### src/rtl/regfile_write_sched_pkg.sv
// Shared defaults and FSM state type for the register-file write scheduler.
package regfile_pkg;

  localparam int NUM_REGS_DEF = 32;
  localparam int DATA_W_DEF   = 32;
  localparam int ADDR_W_DEF   = $clog2(NUM_REGS_DEF);

  typedef enum logic [1:0] {
    ST_IDLE   = 2'd0,
    ST_SETUP  = 2'd1,
    ST_STROBE = 2'd2,
    ST_HOLD   = 2'd3
  } wr_state_e;

endpackage

### src/rtl/regfile_write_sched_if.sv
// Two-requester write request bundle (valid/ready handshake, address, data).
interface regfile_write_sched_if
  import regfile_pkg::*;
#(
  parameter int ADDR_W = ADDR_W_DEF,
  parameter int DATA_W = DATA_W_DEF
);

  logic              wr_valid_a;
  logic              wr_valid_b;
  logic              wr_ready_a;
  logic              wr_ready_b;
  logic [ADDR_W-1:0] wr_addr_a;
  logic [ADDR_W-1:0] wr_addr_b;
  logic [DATA_W-1:0] wr_data_a;
  logic [DATA_W-1:0] wr_data_b;

  modport master (
    output wr_valid_a, wr_valid_b, wr_addr_a, wr_addr_b, wr_data_a, wr_data_b,
    input  wr_ready_a, wr_ready_b
  );

  modport slave (
    input  wr_valid_a, wr_valid_b, wr_addr_a, wr_addr_b, wr_data_a, wr_data_b,
    output wr_ready_a, wr_ready_b
  );

endinterface

### src/rtl/regfile_write_sched_rr_arb2.sv
// Two-way round-robin arbiter. A grant is an acceptance; priority moves to
// the other requester after every grant, and a lone requester always wins.
module rr_arb2
  import regfile_pkg::*;
(
  input  logic clk,
  input  logic rst,
  input  logic en,
  input  logic valid_a,
  input  logic valid_b,
  output logic grant_a,
  output logic grant_b
);

  logic prio_b;

  assign grant_a = en & valid_a & (~prio_b | ~valid_b);
  assign grant_b = en & valid_b & ( prio_b | ~valid_a);

  // Hand priority to the requester that was not just served.
  always_ff @(posedge clk) begin
    if (rst) begin
      prio_b <= 1'b0;
    end else if (grant_a) begin
      prio_b <= 1'b1;
    end else if (grant_b) begin
      prio_b <= 1'b0;
    end
  end

endmodule

### src/rtl/regfile_write_sched.sv
// Register-file write scheduler: arbitrates two requesters and sequences
// each write as data setup, a one-hot set strobe, then a hold/done cycle.
// Optional build macro RF_ZERO_REG_EN: register 0 is read-only zero, so
// writes to address 0 complete normally but never raise rf_set[0].
//
// state     | meaning
// ----------+------------------------------------------------------------
// ST_IDLE   | ready offered, rf_data holds last value
// ST_SETUP  | rf_data driven with captured data, no strobe yet
// ST_STROBE | rf_set[addr] high for STROBE_CYCLES cycles
// ST_HOLD   | strobe released, wr_done pulse with requester id
module regfile_write_sched
  import regfile_pkg::*;
#(
  parameter int NUM_REGS      = NUM_REGS_DEF,
  parameter int DATA_W        = DATA_W_DEF,
  parameter int STROBE_CYCLES = 1
)(
  input  logic                  clk,
  input  logic                  rst,
  regfile_write_sched_if.slave  req,
  output logic [DATA_W-1:0]     rf_data,
  output logic [NUM_REGS-1:0]   rf_set,
  output logic                  wr_done,
  output logic                  wr_done_id,
  output logic                  busy
);

  localparam int ADDR_W = (NUM_REGS > 1) ? $clog2(NUM_REGS) : 1;
  localparam logic [1:0] STRB_LAST = 2'(STROBE_CYCLES - 1);

  wr_state_e         state;
  logic [ADDR_W-1:0] cap_addr;
  logic              cap_id;
  logic [1:0]        strb_cnt;
  logic [NUM_REGS-1:0] set_dec;
  logic              grant_a;
  logic              grant_b;

  rr_arb2 u_arb (
    .clk     (clk),
    .rst     (rst),
    .en      (state == ST_IDLE),
    .valid_a (req.wr_valid_a),
    .valid_b (req.wr_valid_b),
    .grant_a (grant_a),
    .grant_b (grant_b)
  );

  assign req.wr_ready_a = grant_a;
  assign req.wr_ready_b = grant_b;

  // One-hot decode of the captured address; out-of-range addresses decode to zero.
  always_comb begin
    set_dec = '0;
    for (int i = 0; i < NUM_REGS; i++) begin
      if (32'(cap_addr) == i) begin
        set_dec[i] = 1'b1;
      end
    end
`ifdef RF_ZERO_REG_EN
    set_dec[0] = 1'b0;
`else
    set_dec[0] = set_dec[0];
`endif
  end

  // Write sequencing FSM with registered bus, strobe and status outputs.
  always_ff @(posedge clk) begin
    if (rst) begin
      state      <= ST_IDLE;
      cap_addr   <= '0;
      cap_id     <= 1'b0;
      strb_cnt   <= '0;
      rf_data    <= '0;
      rf_set     <= '0;
      wr_done    <= 1'b0;
      wr_done_id <= 1'b0;
      busy       <= 1'b0;
    end else begin
      wr_done <= 1'b0;
      case (state)
        ST_IDLE: begin
          if (grant_a || grant_b) begin
            cap_addr <= grant_b ? req.wr_addr_b : req.wr_addr_a;
            rf_data  <= grant_b ? req.wr_data_b : req.wr_data_a;
            cap_id   <= grant_b;
            busy     <= 1'b1;
            state    <= ST_SETUP;
          end
        end
        ST_SETUP: begin
          rf_set   <= set_dec;
          strb_cnt <= STRB_LAST;
          state    <= ST_STROBE;
        end
        ST_STROBE: begin
          if (strb_cnt == 2'd0) begin
            rf_set     <= '0;
            wr_done    <= 1'b1;
            wr_done_id <= cap_id;
            state      <= ST_HOLD;
          end else begin
            strb_cnt <= strb_cnt - 2'd1;
          end
        end
        ST_HOLD: begin
          busy  <= 1'b0;
          state <= ST_IDLE;
        end
        default: begin
          rf_set <= '0;
          busy   <= 1'b0;
          state  <= ST_IDLE;
        end
      endcase
    end
  end

endmodule
### src/flat_wrapper.sv
// flat-port wrapper written by rule: the top's interface ports become plain ports
module regfile_write_sched_flat import regfile_pkg::*;
#(
  parameter int NUM_REGS      = NUM_REGS_DEF,
  parameter int DATA_W        = DATA_W_DEF,
  parameter int STROBE_CYCLES = 1
)
  (clk, rst, rf_data, rf_set, wr_done, wr_done_id, busy, req_wr_valid_a, req_wr_valid_b, req_wr_addr_a, req_wr_addr_b, req_wr_data_a, req_wr_data_b, req_wr_ready_a, req_wr_ready_b);
  regfile_write_sched_if #(.DATA_W(DATA_W)) req_i ();
  input  logic clk;
  input  logic rst;
  output logic [DATA_W-1:0] rf_data;
  output logic [NUM_REGS-1:0] rf_set;
  output logic wr_done;
  output logic wr_done_id;
  output logic busy;
  input wire logic [$bits(req_i.wr_valid_a)-1:0] req_wr_valid_a;
  input wire logic [$bits(req_i.wr_valid_b)-1:0] req_wr_valid_b;
  input wire logic [$bits(req_i.wr_addr_a)-1:0] req_wr_addr_a;
  input wire logic [$bits(req_i.wr_addr_b)-1:0] req_wr_addr_b;
  input wire logic [$bits(req_i.wr_data_a)-1:0] req_wr_data_a;
  input wire logic [$bits(req_i.wr_data_b)-1:0] req_wr_data_b;
  output wire logic [$bits(req_i.wr_ready_a)-1:0] req_wr_ready_a;
  output wire logic [$bits(req_i.wr_ready_b)-1:0] req_wr_ready_b;
  assign req_i.wr_valid_a = req_wr_valid_a;
  assign req_i.wr_valid_b = req_wr_valid_b;
  assign req_i.wr_addr_a = req_wr_addr_a;
  assign req_i.wr_addr_b = req_wr_addr_b;
  assign req_i.wr_data_a = req_wr_data_a;
  assign req_i.wr_data_b = req_wr_data_b;
  assign req_wr_ready_a = req_i.wr_ready_a;
  assign req_wr_ready_b = req_i.wr_ready_b;
  regfile_write_sched #(.NUM_REGS(NUM_REGS), .DATA_W(DATA_W), .STROBE_CYCLES(STROBE_CYCLES)) u_core (.clk(clk), .rst(rst), .req(req_i), .rf_data(rf_data), .rf_set(rf_set), .wr_done(wr_done), .wr_done_id(wr_done_id), .busy(busy));
endmodule
### config.mk
export PLATFORM = sky130hd
export DESIGN_NAME = regfile_write_sched_flat
export DESIGN_NICKNAME = d
export VERILOG_FILES = /design/src/rtl/regfile_write_sched_pkg.sv /design/src/rtl/regfile_write_sched_if.sv /design/src/rtl/regfile_write_sched_rr_arb2.sv /design/src/rtl/regfile_write_sched.sv /design/src/flat_wrapper.sv
export SDC_FILE = /design/constraint.sdc
export NUM_CORES = 1
export LEC_CHECK = 0
export BUFFER_PORTS_ARGS = -buffer_cell sky130_fd_sc_hd__buf_2
export CORE_ASPECT_RATIO = 0.9
export CORE_UTILIZATION = 53
export DETAILED_ROUTE_END_ITERATION = 8
export PLACE_DENSITY = 0.86
export SYNTH_ARGS = -nofsm -noshare
export SYNTH_HDL_FRONTEND = slang
export SYNTH_SLANG_ARGS = --single-unit
### constraint.sdc
create_clock -name clk -period 3.6 [get_ports clk]
set_input_delay 0.36 -clock clk [delete_from_list [all_inputs] [get_ports clk]]
set_output_delay 0.36 -clock clk [all_outputs]
set_load 0.01 [all_outputs]
* Word-level counts from Yosys, hierarchy flattened *
Index checks and enable logic that the tools add are counted.

word-level totals
  flip-flop bits (word level) = 78
  input port bits = 78
  output and inout bits = 69

cells by class
  add/subtract/negate cells = 1
  equality and inequality tests = 37
  multiplexer cells = 46
  bitwise gates (word level) = 10
  reductions and logical operators = 14

operator list
  kind                                           number
  == test 5 bit, second input constant           16
  two-way mux 32 bit                             2
  one-hot mux 32 bit (2 select lines)            1
  == test 5 x 4 -> 1 bit, second input constant  8
  two-way mux 1 bit                              36
  == test 5 x 3 -> 1 bit, second input constant  4
  AND reduction 2 bit                            6
  == test 5 x 2 -> 1 bit, second input constant  2
  one-hot mux 2 bit (4 select lines)             1
  two-way mux 2 bit                              3
  nonzero test 2 bit                             3
  == test 5 x 1 -> 1 bit, second input constant  1
  logical NOT 5 bit                              1
  two-way mux 5 bit                              1
  AND 1 bit                                      4
  == test 2 bit, second input constant           2
  logical NOT 2 bit                              2
  != test 2 x 1 -> 1 bit, second input constant  2
  inverter 1 bit                                 4
  one-hot mux 2 bit (2 select lines)             1
  == test 2 x 1 -> 1 bit, second input constant  1
  != test 2 bit, second input constant           1
  bitwise OR 1 bit                               2
  one-hot mux 1 bit (2 select lines)             1
  3 further kinds                                3

* Logic depth before layout (Yosys ltp) *
Gate-level depths: netlist (run 1).

  depth after elaboration = 6
  gate-level depth with buffers = 8
  depth with buffers taken out = 5

* Modules after synthesis *
From an unflattened synthesis (run 1), not the netlist that was laid out.

second synthesis, totals
  cell total of the unflattened synthesis = 344
  area, all modules = 3424.5 µm²

modules (own cells, without submodules)
  module               times used  cells an instance  area each (µm²)
  regfile_write_sched  1           336                3369.5
  rr_arb2              1           8                  55.1

* Worst setup path before layout (run 1) *
Ideal clock, no wire load.

  path kind = reg2out
  start point = reg u_core.state[0]
  end point = out req_wr_ready_a
  arrival time = 1.279 ns
  path slack = 1.961 ns
  cell stages (with the launch flop) = 7
  buffers on the path = 2
  cells stage by stage = dfxtp_1 inv_1 ha_1 inv_2 buf_4 buf_6 a211oi_2

on the way
  cells in the longest elaborated chain, start to end = 3

RTL lines
  item                      line                               RTL
  start: declaration        regfile_write_sched.sv:32          wr_state_e state;
  start signal: assignment  regfile_write_sched.sv:71          state <= ST_IDLE;
  start signal: assignment  regfile_write_sched.sv:89          state <= ST_SETUP;
  start signal: assignment  regfile_write_sched.sv:95          state <= ST_STROBE;
  logical NOT 2 bit         regfile_write_sched.sv:43          .en (state == ST_IDLE),
  AND 1 bit (2 in a row)    regfile_write_sched_rr_arb2.sv:17  assign grant_a = en & valid_a & (~prio_b | ~valid_b);
  end: declaration          flat_wrapper.sv:23                 output wire logic [$bits(req_i.wr_ready_a)-1:0] req_wr_ready_a;

No other way between the ends.

* Worst setup path after layout (run 1) *
  start point = reg u_core.state[1]
  end point = out req_wr_ready_a

The elaborated chain is that of the path after synthesis.

==> impl_results.md, run 1 <==
* Non-Filler Instances at between 600 and 700
* Final worst slack at about 1.2 ns
* GR Overflow Total at 0
* Drt initial violations at 195
* Filler instances at roughly 560
* Htree depth at 3
* First-pass GRT wire length at 16200 µm
* FP Rows at 28
* Worst vdd ir at roughly 0.00038 V
* Syn Nets at about 480
* EDFF count, synth at 0
* CP Data Required Time at 3.24 ns
* Worst-Skew Late Latency at 0.35 ns
* WHS Endpoint: u_core.rf_data[4]$_SDFFE_PP0P_
* Tmin final at around 2.4 ns
* Yosys top cell area share at between 40% and 50%
* Util after Layout at a little under 70%
* DRT Pass-1 Iters at 4
* P&R area growth vs syn at 23.2%
* Post-layout nets at ~590
* Unrepaired setup endpoints after global routing: no
* Vias in the first global route at ~3400
* Crit. Startpoint: u_core.state[1]$_SDFFE_PP0P_
* Power, Total at 3.39 mW
* Min-delay worst type: in2reg
* Port Buffer Count at 146
* Share of cells above drive strength 1 at between 40% and 50%
* CTS Buf Count at 9
* WHS Path Cells at 3
* Initial core utilization at roughly 56%
* # diodes at 0
* Antenna viol nets, final at 0
* Max-cap check violation count at 0
* CP endpoint kind: output pin
* Uppermost layer routed: met4
* Detailed-route via count at ~3600
* Crit Path Max Fanout at 38
* CTS resizes at 0
* R2r setup slk at 1.42 ns
* Die height at a little over 80 µm
* CTS root buffer: clkbuf_8
* Worst-path clk slew at 0.08 ns
* Num Clock Sinks at 78
* Final instance area at 4650 µm²
* Post-DP HPWL at ~6800 µm
* Rel. slew slack at between 30% and 40%
* Tcrit/Tclk final at between 60 and 70%
* Worst r2r src: u_core.state[0]$_SDFFE_PP0P_
* Wl on met1 at between 4000 and 5000 µm
* Number of vias per cell at between 5 and 6
* Clk_skew at ~0.0093 ns
* Synthesized instance count at just under 400
* DRC viols at 0
* CTS tree: done
* CP max-delay cell: inv_2
* Met3 wire length at around 700 µm
* Hold Buf Count CTS at 0
* Initial antenna violation count at 0
* Die span in x at around 91 µm
* Status: complete, no violations
* R2R cell count at 6
* DR WL/cell at ~17 µm
* Placed inst area at 4410 µm²
* Hold Vio Cnt, Final at 0
* Reg2reg end: u_core.rf_data[12]$_SDFFE_PP0P_
* Post-Place Setup Slack at 1.45 ns
* Yosys cell types at 32
* PD cells at 728 nW/µm²
* Synth top area cells: dfxtp_1 41%, a2111oi_2 14%, nor2_1 7.7%
* Leading area contributor after synthesis: dfxtp_1
* Critical Path AT at 2.00 ns
* Largest net degree at the start of global routing at 50
* Cells along the critical path: inv_1 > ha_1 > inv_2 > a211oi_2 > buf_2
* CP Launch Type: flip-flop
* DRT Wirelength at 10200 µm
* Post-CTS Setup Bufs at 0
* Synth Flop Type: dfxtp_1
* Worst Path Class, Setup: reg2out
* Max-slew violation count at 0
* Synth async-reset ratio at 0%
* Hold_sp: req_wr_data_b[4]
* Flops & latches, synth at 78
* GRT Total Usage at a little over a quarter
* Avg Cell Area, Syn at between 9 and 10 µm²
* Commonest cells post-synth: 78 x dfxtp_1, 78 x nor2_1, 42 x inv_1, 35 x a2111oi_2, 32 x a32oi_1
* CORE AREA at between 6000 and 7000 µm²
* I/O pins at roughly 150
* Die area at 7470 µm²
* Syn. warnings at 0
* Achievable Freq at 0.423 GHz
* Bufs on Longest Clock Path at 2
* GPL Wtd Cong at about 0.80
* WHS at between 0.2 and 0.3 ns
* Leakage at 2.04 nW
* Cell Area, Synth at between 3000 and 4000 µm²
* Endpoints failing setup at 0
* Met2 wire length at roughly 5200 µm
* Post-synthesis sequential area ratio at between 40% and 50%
* Slew at the pin closest to its max-slew limit at ~1 ns
* Setup_tns at 0 ns
* Dpl cells at just under 600
* Worst path max stage delay at ~0.6 ns
[sequential cells by signal, summed over array words and instances (netlist names)]
name                 flops
u_core.rf_data          32
u_core.rf_set           32
u_core.cap_addr          5
u_core.state             2
u_core.strb_cnt          2
u_core.busy              1
u_core.cap_id            1
u_core.u_arb.prio_b      1
u_core.wr_done           1
u_core.wr_done_id        1
[how the worst max path moves through the flow]
stage	end	cells past startpoint
after floorplan	req_wr_ready_a	6
after global placement	u_core.rf_data[0]$_SDFFE_PP0P_	6
after detailed placement	u_core.cap_addr[0]$_SDFFE_PP0P_	6
after CTS	req_wr_ready_a	5
after global routing	req_wr_ready_a	5
final	req_wr_ready_a	5
[per-layer routing]
| metal | global-route usage, % | vias up |
|---|---|---|
| met5 | 0 | - |
| met4 | 11.6 | 0 |
| met3 | 6.23 | 25 |
| met2 | 49.6 | 135 |
| met1 | 31.8 | 1760 |
| li1 | - | 1682 |
[cells in the final DEF (no fill, tap or decap), types with 10 or more instances in the layout]
cell type / count
nor2_1: 78
clkbuf_8: 10
dfxtp_1: 77
a2111oi_1: 20
buf_2: 146
a2111oi_2: 35
a2111oi_0: 19
inv_1: 42
a32oi_1: 32
[worst max-delay path: cells and delay by family, from the launching register on]
family,cells,cell delay (ns)
buffers and inverters,3,0.90
AOI/OAI and AO/OA,1,0.11
DFF,1,0.40
adders and majority gates,1,0.25
[cell type report]
class | instances | area, µm² | area share [%]
multi-input cells | 224 | 1790 | 38.5
flip-flops and latches | 78 | 1560 | 33.6
repair buffers | 152 | 776 | 16.7
inverters | 44 | 165 | 3.55
clock buffers | 11 | 141 | 3.04
well taps | 90 | 113 | 2.42
clock inverters | 5 | 106 | 2.28
[power breakdown]
part | switching, mW | internal [mW] | total [mW]
clock network | 0.323 | 0.481 | 0.804
logic | 0.932 | 0.485 | 1.42
registers | 0.112 | 1.05 | 1.17
[cell families after synthesis]
logic type      synth area share (%)
mux                            0.530
compound gates                  33.4
simple gates                    11.1
flops                           41.3
fa+ha+maj                       1.99
buf+inv                         11.7
No activity file was read; power rests on OpenSTA's default activity.
==> inputs of run 2 (changes only) <==
- CORE_UTILIZATION: 53 -> 49
- PLACE_DENSITY: 0.86 -> 0.8
- clock period: 3.6 -> 2.3 ns (I/O delays scaled with it)
==> impl_results.md, run 2 (synthesis gave the netlist of run 1 again) <==
* CP endpoint kind: output pin
* Crit Path Max Fanout at 21
* Rel. slew slack at between 50% and 60%
* Worst Path Class, Setup: reg2out
* Port Buffer Count at 146
* Clock power share at a little under a fifth
* GRT Total Usage at approximately a quarter
* Dpl cells at 597
* Htree depth at 3
* Power, Total at between 5 and 6 mW
* Post-layout nets at around 600
* Max-slew violation count at 0
* Min-delay worst type: in2reg
* Leakage at 2.05 nW
* R2r setup slk at about 0.31 ns
* Clk_skew at about 0.011 ns
* CP Launch Type: flip-flop
* CORE AREA at just over 7000 µm²
* Detailed-route via count at around 3500
* Crit. Startpoint: u_core.state[0]$_SDFFE_PP0P_
* Bufs on Longest Clock Path at 2
* Internal power at 2.89 mW
* Slew at the pin closest to its max-slew limit at ~0.7 ns
* Largest registers: u_core.rf_data (32), u_core.rf_set (32), u_core.cap_addr (5)
* Most frequent cells in the layout: 146 x buf_2, 78 x nor2_1, 77 x dfxtp_1
* Number of vias per cell at ~5.8
* Placed inst area at around 4500 µm²
* Critical Path AT at 1.93 ns
* Sequential share of power at between 30% and 40%
* Worst vdd ir at between 0.0005 and 0.0006 V
* DR WL/cell at ~17 µm
* CTS tree: done
* Hold Vio Cnt, Final at 0
* Crit path capture: req_wr_ready_b
* # diodes at 0
* Worst-Skew Late Latency at around 0.36 ns
* Switching Share at a little over two fifths
* Worst-path clk slew at 0.09 ns
* I/O pins at 147
* Vias in the first global route at approximately 3400
* Non-Filler Instances at between 600 and 700
* FP Rows at 29
* GR Overflow Total at 0
* Post-DP HPWL at between 7000 and 8000 µm
* Final worst slack at between 0.1 and 0.15 ns
* Initial antenna violation count at 0
* Die height at about 85 µm
* Final instance area at ~4700 µm²
* Share of cells above drive strength 1 at a little over two fifths
* DRT Pass-1 Iters at 5
* Largest net degree at the start of global routing at 40
* Combinational share of power at around 45%
* Worst r2r src: u_core.state[0]$_SDFFE_PP0P_
* PD cells at about 1100 nW/µm²
* Die area at about 8100 µm²
* First-pass GRT wire length at about 16000 µm
* Num Clock Sinks at just under 80
* Status: complete, no violations
* CTS root buffer: clkbuf_8
* Endpoints failing setup at 0
* Achievable Freq at about 0.46 GHz
* Drt initial violations at around 220
* P&R area growth vs syn at 23.4%
* Tmin final at 2.16 ns
* R2R cell count at 6
* GPL Wtd Cong at 0.782
* CP Data Required Time at 2.07 ns
* Most common cell after layout, fill and taps aside: buf_2
* Sw power at 2.18 mW
* Die span in x at about 95 µm
* Antenna viol nets, final at 0
* Post-Place Setup Slack at 0.236 ns
* Tcrit/Tclk final at between 90% and 100%
* DRT Wirelength at just over 10000 µm
* Initial core utilization at between 50% and 60%
* CTS Buf Count at 9
* Reg2reg end: u_core.rf_data[31]$_SDFFE_PP0P_
* DRC viols at 0
* Max-cap check violation count at 0
## run 2: changes by cell type in the layout (fill, tap and decap cells not counted), sizes merged
cell	previous run	this run
buf	152	158
bufinv	3	0
clkbuf	11	9
clkinv	1	2
clkinvlp	1	2
inv	44	47
## run 2: per-layer routing
layer | track usage [%] | vias up | share of wire [%]
li1 | - | 1694 | -
met1 | 34.2 | 1680 | 41
met2 | 40.9 | 143 | 50
met3 | 6.00 | 24 | 6.1
met4 | 9.64 | 0 | 2.5
met5 | 0 | - | 0
## run 2: how the worst min path moves through the flow
stage	startpoint	end	slack (ns)	cells after the start
final	req_wr_data_b[7]	u_core.rf_data[7]$_SDFFE_PP0P_	0.11	3
after CTS	req_wr_data_b[7]	u_core.rf_data[7]$_SDFFE_PP0P_	0.09	3
after floorplan	req_wr_addr_b[0]	u_core.cap_addr[0]$_SDFFE_PP0P_	0.37	2
after detailed placement	u_core.wr_done_id$_SDFFE_PP0P_	u_core.wr_done_id$_SDFFE_PP0P_	0.45	2
after global placement	u_core.wr_done_id$_SDFFE_PP0P_	u_core.wr_done_id$_SDFFE_PP0P_	0.44	2
after global routing	req_wr_data_b[2]	u_core.rf_data[2]$_SDFFE_PP0P_	0.11	3
## run 2: power groups by stage
stage	combinational, mW	sequential [mW]	clock [mW]
after floorplan	1.58	1.95	0
after global placement	2.20	1.84	0
after detailed placement	2.27	1.85	0
after CTS	2.28	1.82	0.976
after global routing	2.52	1.86	1.02
final	2.29	1.83	0.951
## run 2: timing repair
| item | 4_1_cts | 5_1_grt |
|---|---|---|
| gates resized for setup | 0 | 2 |
| endpoints found under the setup margin | 0 | 1 |
| buffers inserted | 0 | 0 |
| hold buffers | 0 | 0 |
## run 2: stage by stage
stage | TNS [ns] | utilization [%] | hold WS [ns]
2_1_floorplan | 0 | - | 0.368
3_3_place_gp | 0 | 61.7 | 0.441
3_5_place_dp | 0 | 61.7 | 0.454
4_1_cts | 0 | 64.2 | 0.0920
5_1_grt | -0.0101 | 64.2 | 0.109
6_report | 0 | 64.2 | 0.108
## run 2: area by class of cell
cell class	count	area, µm²
well taps	93	116
clock inverters	7	55.1
repair buffers	158	846
inverters	44	168
multi-input cells	224	1790
fillers	631	2590
clock buffers	9	124
flip-flops and latches	78	1560
## run 2: critical path, stage by stage, from the launching register on
cell and delay, ns:
dfxtp_1 0.34, inv_1 0.14, ha_1 0.31, nand2_1 0.13, a21oi_4 0.13, buf_4 0.32
buf_2 0.20
